### config.mk
export PLATFORM = sky130hd
export DESIGN_NAME = logic_unit_seq
export DESIGN_NICKNAME = d
export VERILOG_FILES = /design/src/rtl/logic_unit_seq.sv
export SDC_FILE = /design/constraint.sdc
export NUM_CORES = 1
export LEC_CHECK = 0
export CAP_MARGIN = 20
export CELL_PAD_IN_SITES_DETAIL_PLACEMENT = 0
export CELL_PAD_IN_SITES_GLOBAL_PLACEMENT = 1
export CORE_UTILIZATION = 40
export CTS_CLUSTER_DIAMETER = 50
export DETAILED_ROUTE_END_ITERATION = 12
export PLACE_DENSITY_LB_ADDON = 0.25
export SLEW_MARGIN = 20
export SYNTH_ARGS = -nofsm -noshare
export SYNTH_HDL_FRONTEND = slang
export SYNTH_SLANG_ARGS = --single-unit
### constraint.sdc
create_clock -name clk -period 4.8 [get_ports clk]
set_input_delay 0.72 -clock clk [delete_from_list [all_inputs] [get_ports clk]]
set_output_delay 0.72 -clock clk [all_outputs]
set_load 0.1 [all_outputs]
### src/rtl/logic_unit_seq.sv
// rtl/logic_unit_seq.sv - registered eight-function bitwise logic unit with scan mode
// Optional feature macro: LOGIC_PARITY_EN (registered even parity on out_par)
module logic_unit_seq #(
  parameter int WIDTH = 8
) (
  input  logic             clk,
  input  logic             rst,
  input  logic [WIDTH-1:0] a,
  input  logic [WIDTH-1:0] b,
  input  logic [2:0]       op,
  input  logic             mode,
  input  logic             in_valid,
  output logic             in_ready,
  output logic [WIDTH-1:0] out_data,
  output logic [2:0]       out_op,
  output logic             out_last,
  output logic             out_par,
  output logic             out_valid,
  input  logic             out_ready
);

  typedef enum logic {IDLE, SCAN} state_t;

  state_t           state, state_next;
  logic [2:0]       cnt, cnt_next;
  logic [WIDTH-1:0] lat_a, lat_b;
  logic             accept, hs;
  logic             load, latch, clear_valid, load_last;
  logic [2:0]       load_code;
  logic [WIDTH-1:0] src_a, src_b, result;

  function automatic logic [WIDTH-1:0] func(input logic [2:0] code,
                                            input logic [WIDTH-1:0] x,
                                            input logic [WIDTH-1:0] y);
    case (code)
      3'd0:    func = ~x;
      3'd1:    func = x;
      3'd2:    func = ~(x ^ y);
      3'd3:    func = x ^ y;
      3'd4:    func = x | y;
      3'd5:    func = ~(x | y);
      3'd6:    func = x & y;
      default: func = ~(x & y);
    endcase
  endfunction

  assign hs = out_valid && out_ready;

  // Next-state, handshake and output-register load decisions
  always_comb begin
    state_next  = state;
    cnt_next    = cnt;
    in_ready    = 1'b0;
    accept      = 1'b0;
    load        = 1'b0;
    latch       = 1'b0;
    clear_valid = 1'b0;
    load_code   = op;
    load_last   = 1'b1;
    src_a       = a;
    src_b       = b;
    case (state)
      IDLE: begin
        in_ready = !out_valid || out_ready;
        accept   = in_valid && in_ready;
        if (accept) begin
          load = 1'b1;
          if (!mode) begin
            load_code = op;
            load_last = 1'b1;
          end else begin
            // The first scan result comes from the live operands, which are
            // the same values being latched on this edge.
            latch      = 1'b1;
            cnt_next   = 3'd0;
            load_code  = 3'd0;
            load_last  = 1'b0;
            state_next = SCAN;
          end
        end else if (hs) begin
          clear_valid = 1'b1;
        end
      end
      SCAN: begin
        src_a = lat_a;
        src_b = lat_b;
        if (hs) begin
          if (cnt != 3'd7) begin
            cnt_next  = cnt + 3'd1;
            load      = 1'b1;
            load_code = cnt + 3'd1;
            load_last = (cnt == 3'd6);
          end else begin
            clear_valid = 1'b1;
            state_next  = IDLE;
          end
        end
      end
      default: state_next = IDLE;
    endcase
    result = func(load_code, src_a, src_b);
  end

  // State and scan counter registers
  always_ff @(posedge clk or posedge rst) begin
    if (rst) begin
      state <= IDLE;
      cnt   <= 3'd0;
    end else begin
      state <= state_next;
      cnt   <= cnt_next;
    end
  end

  // Output register and latched scan operands
  always_ff @(posedge clk or posedge rst) begin
    if (rst) begin
      out_data  <= '0;
      out_op    <= 3'd0;
      out_last  <= 1'b0;
      out_valid <= 1'b0;
      lat_a     <= '0;
      lat_b     <= '0;
    end else begin
      if (latch) begin
        lat_a <= a;
        lat_b <= b;
      end
      if (load) begin
        out_data  <= result;
        out_op    <= load_code;
        out_last  <= load_last;
        out_valid <= 1'b1;
      end else if (clear_valid) begin
        out_valid <= 1'b0;
      end
    end
  end

`ifdef LOGIC_PARITY_EN
  // Parity travels with out_data so it always describes the held result
  always_ff @(posedge clk or posedge rst) begin
    if (rst) begin
      out_par <= 1'b0;
    end else if (load) begin
      out_par <= ^result;
    end
  end
`else
  assign out_par = 1'b0;
`endif

endmodule

**After elaboration in Yosys (flattened, before gate mapping)**

Cells that the tools add are included.

- Bits in registers: 33
- Input bits: 24
- Output and inout bits: 15
- Word-level logic and storage cells: 71

- $add $sub $neg: 1
- Eq/ne operators: 12
- Multiplexer cells: 35
- Bitwise operators: 8
- Reduce and logical (&&, ||, !) cells: 7

Operators with widths:

| operator | number |
|---|---|
| 8-bit case mux with 7 select lines | 1 |
| 8-bit NOT | 4 |
| 3-bit 2-to-1 mux | 8 |
| 1-bit 2-to-1 mux | 18 |
| 8-bit 2-to-1 mux | 2 |
| 3-bit == test (second input constant) | 4 |
| 3-bit case mux with 2 select lines | 2 |
| 8-bit bitwise AND | 1 |
| 8-bit bitwise OR | 1 |
| 1-bit case mux with 2 select lines | 4 |
| 8-bit bitwise XOR | 1 |
| 3-bit by 2-bit == test with 1-bit output (second input constant) | 2 |
| 2-bit by 1-bit inequality test with 1-bit output (second input constant) | 2 |
| 2-bit inequality test (second input constant) | 2 |
| 4-bit AND reduction | 1 |
| 3-bit by 1-bit adder with 3-bit output (second input constant) | 1 |
| 3-bit by 1-bit == test with 1-bit output (second input constant) | 1 |
| 3-bit zero test | 1 |
| 3-bit inequality test (second input constant) | 1 |
| 1-bit logical AND | 2 |
| 2-bit nonzero test | 1 |
| 1-bit zero test | 1 |
| 1-bit logical OR | 1 |
| 1-bit NOT | 1 |

**Depth between registers and ports, before layout**

Gate-level depths: netlist of the first run.

- Word-level depth: 7
- Depth in mapped cells: 10
- Depth with buffers taken out: 7

**Worst setup path before layout of the first run**

No wires, ideal clock.

- Path kind: reg2out
- From: reg out_valid
- To: out in_ready
- Arrival: 2.463 ns
- Data required time: 4.080 ns
- Setup slack: 1.617 ns
- Cell stages (with the launch flop): 4
- Buffers on the path: 1
- Path through: dfrtp_1 > nor2b_1 > buf_2 > nor2_1

- Longest elaborated chain between the ends: 3

RTL lines:

| item | line | source |
|---|---|---|
| start: declaration | 18 | `output logic out_valid,` |
| start signal: assignment | 121 | `out_valid <= 1'b0;` |
| start signal: assignment | 133 | `out_valid <= 1'b1;` |
| start signal: assignment | 135 | `out_valid <= 1'b0;` |
| 1-bit zero test | 64 | `in_ready = !out_valid \|\| out_ready;` |
| 1-bit logical OR | 64 |  |
| 1-bit 2-to-1 mux | 62 | `case (state)` |
| end: declaration | 13 | `output logic in_ready,` |

No other way between the ends.

**Final worst setup path of the first run**

- From: in out_ready
- To: out in_ready

- Longest elaborated chain between the ends: 2

RTL lines:

| item | line | source |
|---|---|---|
| start: declaration | 19 | `input logic out_ready` |
| 1-bit logical OR | 64 |  |
| 1-bit 2-to-1 mux | 62 |  |

No other way between the ends.

==> results of run 1 <==
[worst max-delay path: stages]
cell and delay, ns:
clkdlybuf4s50_1 0.51, nor2b_1 0.46, nor2_1 0.07, clkdlybuf4s50_1 0.98
[sequential cells by signal (all words and copies together) (netlist names)]
register   flops
out_valid      1
lat_b          8
out_op         3
lat_a          8
out_data       8
out_last       1
cnt            3
state          1
[cell families after synthesis]
family,Yosys count
adder cells (fa/ha/maj),20
multiplexers,24
flip-flops,33
AND/OR/NAND/NOR,112
other,1
AO/OA/AOI/OAI,65
buffers and inverters,48
[layer usage]
| metal | part of all wire [%] | vias to the layer above | track usage, % |
|---|---|---|---|
| li1 | - | 1116 | - |
| met1 | 49 | 1045 | 28.74 |
| met2 | 45 | 54 | 32.27 |
| met3 | 5.1 | 4 | 3.933 |
| met4 | 0.67 | 0 | 8.036 |
| met5 | 0 | - | 0 |
[final cells by class]
class / count / area, sq um
clock buffer: 7 / 96.34
inverter: 30 / 112.6
fill: 601 / 2968
multi-input combinational: 222 / 1474
timing repair buffer: 43 / 415.4
clock inverter: 1 / 5.005
sequential: 33 / 825.8
tap: 75 / 93.84
[placed cells by master (no fill, tap or decap), types with 2 or more instances in the layout]
cell type        Yosys  layout
o21ai_0              7       7
clkbuf_8             0       7
nand2_1             55      55
clkdlybuf4s50_1      0      37
or3_1                9       9
nand2b_1             2       2
nor3_1              16      16
a21oi_1             21      21
inv_1               30      30
mux2_2               3       3
o221a_1              3       3
nand3_1              4       4
dfrtp_1             33      33
nor2_1              17      17
a31oi_1              8       8
o221a_2              4       4
nor2b_1              3       3
o31ai_1              8       8
ha_1                20      20
mux2i_1             19      19
buf_4                3       6
o22ai_1              7       7
[through the flow]
stage | setup slack, ns | cell area, sq um | std cells
global route | 1.237 | 3023 | 411
detailed placement | 1.325 | 2922 | 403
floorplan | 1.617 | 2505 | 303
CTS | 1.313 | 3023 | 411
finish | 1.328 | 3023 | 411
global placement | 1.345 | 2922 | 403
[final timing paths]
kind	startpoint	to	slack (ns)	cells past startpoint
worst min register to register	lat_b[6]	lat_b[6]	0.48	2
worst max-delay path	out_ready	in_ready	1.33	4
worst min-delay path	lat_b[6]	lat_b[6]	0.48	2
min in group asynchronous	rst	lat_a[5]	0.83	3
max in group asynchronous	rst	out_data[0]	3.65	3
worst max register to register	cnt[0]	out_data[5]	2.17	7
==> results.ini, run 1 <==
[timing]
slew_headroom_pct=35.29
rsz0062_at_grt=false
slew_violations=0
worst_pin_slew_ns=0.9677
finalHoldViolCount=0
holdWs_ns=0.4763
min_period_ns=3.472
finalSetupTns_ns=0
setup_viol=0
fmax_ghz=0.2881
fin_crit_sh_pct=72.32
finalClockSkew_ns=0.002873

[floorplan]
rows=28
initial_core_util_pct=41.81
die_w_um=81.14
ios=39
die_area_sq_um=6583
die_h_um=81.14
coreArea_sq_um=5991

[place]
portBuffers=37
gp_congestion=0.7931
dpl.hpwl_mm=4.185

[global_route]
grt_max_degree=34
grt_pass1_wl_mm=10.43
first_global_vias=2085
antenna_found_initial=0
grt_overflow=0
track_usage_pct=20.91

[final_layout]
diodes=0
final_util_pct=50.46
final_nets=379
final_layout_size_suffix_gt1_share_pct=8.036
synthToLayoutAreaGrowth_pct=20.68

[logic_synthesis]
synth_edf_count=0
synthAdderAreaFrac_pct=9.990
syn_nets=347
yosys_warnings=0
synth_most_common_cell=nand2_1
synthCells=303
ys_top_cells_by_area=dfrtp_1 33%, ha_1 10%, nand2_1 8.2%
ys_ff_latch=33
synth.yosys.seq_area_share_pct=32.97
synth_top_cell_area_share_pct=32.97
yosysTopAreaCell=dfrtp_1
synth.distinct_cells=41
synth_xor_xnor_area_share_pct=0
synth_top_flop_cell=dfrtp_1
synth_area_sq_um=2505
yosys-top-cells-count=55 x nand2_1, 33 x dfrtp_1, 30 x inv_1
async_reset_ff_share_pct=100.0
synth_area_per_cell_sq_um=8.267
muxShareOfSynthArea_pct=10.44
synth-simple-area-share_pct=20.78
synth_compound_area_share_pct=17.23
synth_top_family_by_area=simple AND/OR/NAND/NOR gates

[critical_path]
path_class=in -> out
crit_path_end_kind=output port
cp_max_fo=6
startpoint_type=input pin
cp_data_arrival_time_ns=2.75
worstPathRequired_ns=4.08

[drt]
drc=0
ant_nets=0
vias_per_cell=5.399
firstDrtPassIters=5
first_iter_violations=221
avgRoutedWirePerCell_um=14.94
vias=2219
finalWirelength_mm=6.141

[run]
max_cap_violations=0

[clocking]
clk_path_buf_depth=2
cts_tree=yes
ctsResizeCount=0
numClockSinks=33
insertion_delay_ns=0.29
cts-buffers-inserted=5
cts_setup_buffers=0
cts-htree-levels=2
clk_pin_slew_ns=0.07
root_buffer=clkbuf_8
holdBufCountCts=0

[worst_hold_path]
hp-class=reg -> reg

[status]
status=complete, no violations

Power of run 1 is not shown: default switching activity piles up to over one toggle a cycle in this logic, so the estimate is an artifact.
==> run 2: changes to the inputs <==
==> constraint.sdc (replaced) <==
create_clock -name clk -period 3.25 [get_ports clk]
set_input_delay 0.4875 -clock clk [delete_from_list [all_inputs] [get_ports clk]]
set_output_delay 0.4875 -clock clk [all_outputs]
set_load 0.1 [all_outputs]
==> run 2 against run 1 <==
  * Via count is 0.77% lower
  * Die area unchanged
  * Sequential share of layout area is 0.079 points lower
  * Largest cell class unchanged
==> results.ini, run 2 (synthesis results as in run 1) <==
[critical_path]
startpoint_type=register
slowest_stage=or4_1
cp_top_family=simple AND/OR/NAND/NOR gates
path_buf_inv=0  ; -2
rr_worst_depth=7  ; unchanged
cp_max_fo=16  ; +10
slowest_delay_ns=0.59  ; -0.39 ns
r2r_start=cnt[0]
cp_data_arrival_time_ns=2.80  ; +0.05 ns
cp_cell_sequence=ha_1 > ha_1 > nand4b_4 > mux2_4 > or4_1 > o22ai_1 > a31oi_1
crit_path_end_kind=register
crit_top_cell=ha_1
worstPathRequired_ns=3.41  ; -0.67 ns
r2r_end=out_data[5]
rrSetupSlack_ns=0.61  ; -1.56 ns
path_class=reg -> reg

[final_layout]
reg_top3=lat_a (8), lat_b (8), out_data (8)
final_nets=384  ; +1.3%
synthToLayoutAreaGrowth_pct=21.03
seq_area_sq_um=825.8  ; unchanged
mostFrequentLayoutCells=55 x nand2_1, 34 x clkdlybuf4s50_1, 33 x dfrtp_1
fillers=615  ; +2.3%
final_layout_size_suffix_gt1_share_pct=9.384  ; +1.3 points
diodes=0  ; unchanged
multi_input_area_sq_um=1474  ; unchanged
final_common_cell=nand2_1

[global_route]
grt_pass1_wl_mm=10.07  ; -3.4%
grt_max_degree=34  ; unchanged
grt_overflow=0  ; unchanged
antenna_found_initial=0  ; unchanged
first_global_vias=2040  ; -2.2%
track_usage_pct=20.19  ; -0.72 points

[clocking]
cts-htree-levels=2  ; unchanged
insertion_delay_ns=0.29  ; about the same
ctsResizeCount=0  ; unchanged
numClockSinks=33  ; unchanged
root_buffer=clkbuf_8
cts_tree=yes
cts_setup_buffers=0  ; unchanged
clk_pin_slew_ns=0.07  ; about the same
clk_path_buf_depth=2  ; unchanged
holdBufCountCts=0  ; unchanged
cts-buffers-inserted=5  ; unchanged

[timing]
holdWs_ns=0.4743  ; -0.001999 ns
min_period_ns=2.636
slew_violations=0  ; unchanged
slew_headroom_pct=34.89  ; -0.39 points
finalSetupTns_ns=0  ; unchanged
rsz0062_at_grt=false
setup_viol=0  ; unchanged
finalHoldViolCount=0  ; unchanged
fin_crit_sh_pct=81.12
finalClockSkew_ns=0.004114  ; +0.001241 ns
worst_pin_slew_ns=0.9735  ; +0.005881 ns
fmax_ghz=0.3793

[floorplan]
die_w_um=81.14  ; unchanged
die_h_um=81.14  ; unchanged
rows=28  ; unchanged
coreArea_sq_um=5991  ; unchanged
initial_core_util_pct=41.81  ; unchanged
ios=39  ; unchanged
die_area_sq_um=6583  ; unchanged

[drt]
finalWirelength_mm=6.231  ; +1.5%
firstDrtPassIters=4  ; -1
first_iter_violations=139  ; -37%
vias=2202  ; -0.77%
vias_per_cell=5.293  ; -2.0%
drc=0  ; unchanged
ant_nets=0  ; unchanged
avgRoutedWirePerCell_um=14.98  ; +0.25%

[place]
portBuffers=37  ; unchanged
gp_congestion=0.8258  ; +4.1%
dpl.hpwl_mm=4.433  ; +5.9%

[run]
max_cap_violations=0  ; unchanged

[status]
status=complete, no violations

[worst_hold_path]
hold_path_end=lat_a[2]
holdPathStages=2  ; unchanged
hp-class=reg -> reg
hold_start=lat_a[2]

==> run 2: area by class of cell <==
type / instances / share of cell area (%)
Tap cell: 75 / 3.095
Sequential cell: 33 / 27.24
Timing Repair Buffer: 48 / 14.69
Inverter: 30 / 3.714
Multi-Input combinational cell: 222 / 48.62
Clock buffer: 8 / 2.641
==> run 2: through the flow <==
| step | setup WS [ns] | utilization (%) | cells | cell area, sq um |
|---|---|---|---|---|
| 2_1_floorplan | 0.2999 | - | 303 | 2505 |
| 3_3_place_gp | 0.4705 | 49.27 | 408 | 2952 |
| 3_5_place_dp | 0.4284 | 49.27 | 408 | 2952 |
| 4_1_cts | 0.6260 | 50.61 | 416 | 3032 |
| 5_1_grt | 0.4883 | 50.61 | 416 | 3032 |
| 6_report | 0.6138 | 50.61 | 416 | 3032 |
==> run 2: worst max-delay path by stage <==
stage          startpoint  slack [ns]          end  cells past startpoint
3_3_place_gp    out_ready        0.47  out_data[1]                      6
5_1_grt            cnt[0]        0.49  out_data[2]                      7
2_1_floorplan   out_valid        0.30     in_ready                      3
4_1_cts            cnt[0]        0.63  out_data[1]                      7
6_report           cnt[0]        0.61  out_data[5]                      7
3_5_place_dp    out_ready        0.43  out_data[1]                      6
==> run 2: worst register-to-register path, delay by kind of cell, from the launching register on <==
family	cells	cell delay [ns]
compound gates	2	0.26
fa+ha+maj	2	0.44
flops	1	0.41
simple gates	2	0.94
mux	1	0.47
==> run 2: layer usage <==
metal | vias to the layer above | track usage, % | wire length, um
met3 | 5 | 2.921 | 344
li1 | 1120 | - | -
met4 | 0 | 6.250 | 66
met1 | 1007 | 28.24 | 3073
met2 | 70 | 31.93 | 2747
met5 | - | 0 | 0
Power of run 2 is left out for the same reason.
